`src/rtl/i2c_config_sequencer_if.sv`:
```
// Command/handshake bundle between the codec config sequencer and the I2C master engine.
// "master" is the sequencer side (issues words), "slave" is the I2C engine side.
interface i2c_config_sequencer_if;
  logic [23:0] i2c_data;
  logic        i2c_go;
  logic        i2c_end;
  logic        i2c_ack;

  modport master (
    output i2c_data,
    output i2c_go,
    input  i2c_end,
    input  i2c_ack
  );

  modport slave (
    input  i2c_data,
    input  i2c_go,
    output i2c_end,
    output i2c_ack
  );
endinterface

```
`src/rtl/i2c_config_sequencer.sv`:
```
// Power-up register-write sequencer for the WM8731 codec: walks a fixed table,
// hands one {addr, reg, val} word at a time to the I2C master, retries NACKs/timeouts.
module i2c_config_sequencer #(
  parameter logic [7:0]  DEV_ADDR      = 8'h34,
  parameter int          NUM_REGS      = 11,
  parameter logic [15:0] STARTUP_DELAY = 16'd50000,
  parameter logic [15:0] GAP_CYCLES    = 16'd1350,
  parameter logic [15:0] START_TIMEOUT = 16'd2700,
  parameter int          MAX_RETRIES   = 2
) (
  input  logic                          clk,
  input  logic                          reset,
  input  logic                          reconfig,
  i2c_config_sequencer_if.master        bus,
  output logic [3:0]                    cfg_index,
  output logic                          config_done,
  output logic                          config_error
);

  localparam logic [3:0] LAST_IDX  = 4'(NUM_REGS - 1);
  localparam logic [3:0] MAX_RETRY = 4'(MAX_RETRIES);

  typedef enum logic [3:0] {
    S_PWR,
    S_LOAD,
    S_START,
    S_BUSY,
    S_CHECK,
    S_FAIL,
    S_GAP,
    S_DONE,
    S_HALT
  } state_t;

  state_t      state;
  logic [15:0] cnt;
  logic [3:0]  retry;
  logic        advance;

  // {reg[6:0], val[8:0]}; indices past the table never get loaded.
  function automatic logic [15:0] reg_entry(input logic [3:0] idx);
    logic [15:0] e;
    case (idx)
      4'd0:    e = {7'h0F, 9'h000};
      4'd1:    e = {7'h06, 9'h010};
      4'd2:    e = {7'h00, 9'h017};
      4'd3:    e = {7'h01, 9'h017};
      4'd4:    e = {7'h02, 9'h079};
      4'd5:    e = {7'h03, 9'h079};
      4'd6:    e = {7'h04, 9'h012};
      4'd7:    e = {7'h05, 9'h000};
      4'd8:    e = {7'h07, 9'h002};
      4'd9:    e = {7'h08, 9'h000};
      4'd10:   e = {7'h09, 9'h001};
      default: e = 16'h0000;
    endcase
    return e;
  endfunction

  function automatic logic [15:0] sat_inc(input logic [15:0] v);
    return (v == 16'hFFFF) ? v : v + 16'd1;
  endfunction

  always_ff @(posedge clk or negedge reset) begin
    if (!reset) begin
      state        <= S_PWR;
      cnt          <= 16'd0;
      retry        <= 4'd0;
      advance      <= 1'b0;
      cfg_index    <= 4'd0;
      config_done  <= 1'b0;
      config_error <= 1'b0;
      bus.i2c_go   <= 1'b0;
      bus.i2c_data <= 24'h0;
    end else if (reconfig) begin
      // Restart from entry 0 without the power-up wait; dropping go aborts the master.
      state        <= S_LOAD;
      cnt          <= 16'd0;
      retry        <= 4'd0;
      advance      <= 1'b0;
      cfg_index    <= 4'd0;
      config_done  <= 1'b0;
      config_error <= 1'b0;
      bus.i2c_go   <= 1'b0;
    end else begin
      case (state)
        S_PWR: begin
          if (cnt == STARTUP_DELAY - 16'd1) begin
            cnt   <= 16'd0;
            state <= S_LOAD;
          end else begin
            cnt <= sat_inc(cnt);
          end
        end
        S_LOAD: begin
          // Data settles here; go is raised only from S_START so the word is stable first.
          bus.i2c_data <= {DEV_ADDR, reg_entry(cfg_index)};
          cnt          <= 16'd0;
          state        <= S_START;
        end
        S_START: begin
          bus.i2c_go <= 1'b1;
          if (!bus.i2c_end) begin
            cnt   <= 16'd0;
            state <= S_BUSY;
          end else if (cnt == START_TIMEOUT - 16'd1) begin
            cnt   <= 16'd0;
            state <= S_FAIL;
          end else begin
            cnt <= sat_inc(cnt);
          end
        end
        S_BUSY: begin
          if (bus.i2c_end) state <= S_CHECK;
        end
        S_CHECK: begin
          if (!bus.i2c_ack) begin
            retry      <= 4'd0;
            advance    <= 1'b1;
            bus.i2c_go <= 1'b0;
            cnt        <= 16'd0;
            state      <= S_GAP;
          end else begin
            state <= S_FAIL;
          end
        end
        S_FAIL: begin
          if (retry < MAX_RETRY) begin
            retry      <= retry + 4'd1;
            advance    <= 1'b0;
            bus.i2c_go <= 1'b0;
            cnt        <= 16'd0;
            state      <= S_GAP;
          end else begin
            config_error <= 1'b1;
            bus.i2c_go   <= 1'b0;
            state        <= S_HALT;
          end
        end
        S_GAP: begin
          bus.i2c_go <= 1'b0;
          if (cnt == GAP_CYCLES - 16'd1) begin
            cnt <= 16'd0;
            if (advance && (cfg_index == LAST_IDX)) begin
              config_done <= 1'b1;
              state       <= S_DONE;
            end else begin
              if (advance) cfg_index <= cfg_index + 4'd1;
              state <= S_LOAD;
            end
          end else begin
            cnt <= sat_inc(cnt);
          end
        end
        S_DONE, S_HALT: begin
          bus.i2c_go <= 1'b0;
        end
        default: begin
          bus.i2c_go <= 1'b0;
          state      <= S_HALT;
        end
      endcase
    end
  end

endmodule

```
`src/flat_wrapper.sv`:
```
// flat-port wrapper written by rule: the top's interface ports become plain ports
module i2c_config_sequencer_flat 
#(
  parameter logic [7:0]  DEV_ADDR      = 8'h34,
  parameter int          NUM_REGS      = 11,
  parameter logic [15:0] STARTUP_DELAY = 16'd50000,
  parameter logic [15:0] GAP_CYCLES    = 16'd1350,
  parameter logic [15:0] START_TIMEOUT = 16'd2700,
  parameter int          MAX_RETRIES   = 2
)
  (clk, reset, reconfig, cfg_index, config_done, config_error, bus_i2c_data, bus_i2c_go, bus_i2c_end, bus_i2c_ack);
  i2c_config_sequencer_if bus_i ();
  input  logic clk;
  input  logic reset;
  input  logic reconfig;
  output logic [3:0] cfg_index;
  output logic config_done;
  output logic config_error;
  output wire logic [$bits(bus_i.i2c_data)-1:0] bus_i2c_data;
  output wire logic [$bits(bus_i.i2c_go)-1:0] bus_i2c_go;
  input wire logic [$bits(bus_i.i2c_end)-1:0] bus_i2c_end;
  input wire logic [$bits(bus_i.i2c_ack)-1:0] bus_i2c_ack;
  assign bus_i2c_data = bus_i.i2c_data;
  assign bus_i2c_go = bus_i.i2c_go;
  assign bus_i.i2c_end = bus_i2c_end;
  assign bus_i.i2c_ack = bus_i2c_ack;
  i2c_config_sequencer #(.DEV_ADDR(DEV_ADDR), .NUM_REGS(NUM_REGS), .STARTUP_DELAY(STARTUP_DELAY), .GAP_CYCLES(GAP_CYCLES), .START_TIMEOUT(START_TIMEOUT), .MAX_RETRIES(MAX_RETRIES)) u_core (.clk(clk), .reset(reset), .reconfig(reconfig), .bus(bus_i), .cfg_index(cfg_index), .config_done(config_done), .config_error(config_error));
endmodule
```
`config.mk`:
```
export PLATFORM = sky130hd
export DESIGN_NAME = i2c_config_sequencer_flat
export DESIGN_NICKNAME = d
export VERILOG_FILES = /design/src/rtl/i2c_config_sequencer_if.sv /design/src/rtl/i2c_config_sequencer.sv /design/src/flat_wrapper.sv
export SDC_FILE = /design/constraint.sdc
export NUM_CORES = 1
export LEC_CHECK = 0
export ABC_AREA = 0
export BUFFER_PORTS_ARGS = -buffer_cell sky130_fd_sc_hd__buf_2
export CAP_MARGIN = 30
export CELL_PAD_IN_SITES_DETAIL_PLACEMENT = 0
export CELL_PAD_IN_SITES_GLOBAL_PLACEMENT = 1
export CORE_ASPECT_RATIO = 1.25
export CORE_MARGIN = 2
export CORE_UTILIZATION = 40
export CTS_CLUSTER_SIZE = 28
export DETAILED_ROUTE_END_ITERATION = 16
export PLACE_DENSITY_LB_ADDON = 0.25
export SLEW_MARGIN = 20
export SYNTH_ARGS = -nofsm -noshare
export SYNTH_HDL_FRONTEND = slang
export SYNTH_SLANG_ARGS = --single-unit
```
`constraint.sdc`:
```
create_clock -name clk -period 2.1 [get_ports clk]
set_input_delay 0.315 -clock clk [delete_from_list [all_inputs] [get_ports clk]]
set_output_delay 0.315 -clock clk [all_outputs]
set_load 0.01 [all_outputs]
```
==> reports/results.tsv <==
metric	value	unit
die_h	95.60	um
syn_avg_cell_area	9.071	um2
layout_common_cells	dfrtp_1, buf_4, nor2_1	
fp.dieW	77.28	um
placed_area	3058	um2
area_delta_synth_final	21.39	%
p_sw	887.5	uW
drt_iter0_drc	73	
grt_overflow	0	
design_area	3259	um2
grt_util_all_layers	0.1829	
syn_area	2685	um2
async_reset_ff_frac	1.000	
clock_sinks	42	
hpwlAfterDp	4.828	mm
diodes	0	
final_cells	432	
switching_share	0.3459	
placedCellCount	421	
dr_total_vias	2367	
ys_seq_elements	42	
drc	0	
h-tree-depth	2	
synth_cells	296	
slew_headroom	0.6542	
setup_tns	0	ps
power_density	787.3	nW/um2
clock_power_share	0.251	
synthFlopType	dfrtp_1	
io_buffer_count	25	
rows	33	
finalWirelength	6.452	mm
finalCritPeriodShare	0.9717	
period_minus_slack	2041	ps
drive_above_1_share	0.2667	
hold_viol_final	0	
fmaxAchievable	490.1	MHz
clkLatencyLatePin	300	ps
regArea	1051	um2
ioPinCount	36	
synth_edf_count	0	
drv_slew	0	
start_util	0.4116	
tightestPinTransition	505.7	ps
rsz0062_at_grt	no	
intPower	1.678	mW
antenna_found_initial	0	
fin_skew	7.649	ps
layout_commonest_cell	dfrtp_1	
cp_data_arrival_time	2280	ps
cts_buffers	5	
cts_root_buf	clkbuf_8	
path_class	flop to flop	
ys_warn_count	0	
leakagePower	1.384	nW
dieArea	7388	um2
pre_cts_ws	-29.49	ps
synthDistinctLibCells	54	
worstPathMaxFanout	4	
place_congestion	0.8320	
grt_pass1_wl	10.76	mm
finalSetupViolations	0	
ir_drop	0.0003114	V
run_status	completed	
min-delay-path-class	input pin to flop	
first_pass_iters	4	
maxCapViolCount	0	
multiInputGateArea	1511	um2
drtAntennaViolNets	0	
clock_path_buffers	2	
core	6524	um2
nNetsFinal	359	
fin_ws	59.42	ps
start_kind	flop	
clk_pin_slew	90	ps
vias_per_cell	5.479	
critical_path_required	2340	ps
n_fill_cell	659	
pwr-share-comb	0.369	
seqPwrFrac	0.380	
first_global_vias	2195	
cp-end-kind	flop	
wl_per_cell	14.94	um
cts_tree	yes	
grt_max_degree	23	
ys_seq_area_frac	0.3914	
whs	336.3	ps
-- Yosys cell counts (3+ instances only) --
cell type | number | area (um2)
mux2i_1 | 4 | 40.04
clkbuf_1 | 14 | 52.55
a311oi_1 | 3 | 26.28
buf_2 | 3 | 15.01
nand2b_1 | 7 | 43.79
xnor2_1 | 6 | 52.55
nor3_1 | 12 | 60.06
nand3_1 | 8 | 40.04
inv_1 | 11 | 41.29
and2_1 | 3 | 18.77
or2_2 | 3 | 18.77
nor4bb_1 | 3 | 30.03
o21a_1 | 3 | 22.52
a21oi_1 | 19 | 95.09
o31ai_1 | 8 | 60.06
nor2b_1 | 4 | 25.02
or3_1 | 3 | 18.77
buf_4 | 14 | 105.1
nand2_1 | 10 | 37.54
or4_1 | 5 | 37.54
nand4_1 | 8 | 50.05
and4b_1 | 3 | 30.03
o21ai_0 | 12 | 60.06
a2111oi_0 | 3 | 26.28
nor2_1 | 29 | 108.9
nor4b_1 | 4 | 35.03
and3_1 | 6 | 37.54
ha_1 | 10 | 125.1
nor4_1 | 5 | 31.28
dfrtp_1 | 42 | 1051
-- final timing paths --
check,from,endpoint,slack (ps),depth (start not counted)
max,u_core.retry[3]$_DFFE_PN0P_,u_core.cnt[11]$_DFFE_PN0P_,60,5
min,reconfig,u_core.state[1]$_DFFE_PN0P_,340,2
max reg2reg,u_core.retry[3]$_DFFE_PN0P_,u_core.cnt[11]$_DFFE_PN0P_,60,5
min reg2reg,u_core.bus.i2c_data[11]$_DFFE_PN0P_,u_core.bus.i2c_data[11]$_DFFE_PN0P_,500,1
max in group asynchronous,reset,u_core.cnt[15]$_DFFE_PN0P_,1070,3
min in group asynchronous,reset,u_core.bus.i2c_data[0]$_DFFE_PN0P_,520,2
-- sequential cells by signal, summed over array words and instances (netlist names) --
| name | count |
|---|---|
| u_core.cnt | 16 |
| u_core.bus.i2c_data | 10 |
| u_core.cfg_index | 4 |
| u_core.retry | 4 |
| u_core.state | 4 |
| u_core.advance | 1 |
| u_core.bus.i2c_go | 1 |
| u_core.config_done | 1 |
| u_core.config_error | 1 |
-- critical path, cell delays in order, from the launching register on --
cell and delay [ps]:
dfrtp_1 410, or3_4 400, o221a_4 250, or3_4 390
or4_4 420, a21oi_2 120
-- layout make-up --
cell class                 count  area share
tap                           87     0.03340
sequential                    42      0.3225
multi-input combinational    220      0.4637
clock buffer                   6     0.02226
inverter                      11     0.01267
clock inverter                 2     0.01152
timing repair buffer          64      0.1340
-- power by group through the flow --
stage | clock network (mW) | registers (mW) | logic, mW
final | 0.644 | 0.974 | 0.947
after global routing | 0.711 | 0.992 | 1.05
after CTS | 0.670 | 0.976 | 0.874
after detailed placement | 0 | 0.993 | 0.866
after global placement | 0 | 0.987 | 0.868
after floorplan | 0 | 0.962 | 0.603
-- per-layer routing --
layer  part of all wire  GRT usage
met5                  0          0
met4              0.020    0.07143
met3              0.033    0.03409
met2               0.52     0.3268
met1               0.43     0.2178
-- per-stage QoR --
step           power [mW]  utilization
2_1_floorplan       1.564            -
3_3_place_gp        1.855       0.4687
3_5_place_dp        1.859       0.4687
4_1_cts             2.521       0.4875
5_1_grt             2.749       0.4996
6_report            2.566       0.4996
-- timing repair --
item	4_1_cts	5_1_grt
buffers inserted	0	1
hold endpoints to repair	18	0
hold buffers	1	0
pin swaps	0	3
gates cloned	0	1
gates resized for setup	1	14
endpoints found under the setup margin	5	21
-- cell families after synthesis --
| logic type | count (synthesis) | share of synthesized area |
|---|---|---|
| buffers and inverters | 43 | 0.08387 |
| flip-flops | 42 | 0.3914 |
| other | 1 | 0.001397 |
| multiplexers | 6 | 0.02330 |
| AND/OR/NAND/NOR | 121 | 0.2628 |
| adder cells (fa/ha/maj) | 10 | 0.04660 |
| AO/OA/AOI/OAI | 67 | 0.1710 |
| XOR/XNOR | 6 | 0.01957 |
Power figures use the tool's default switching activity.
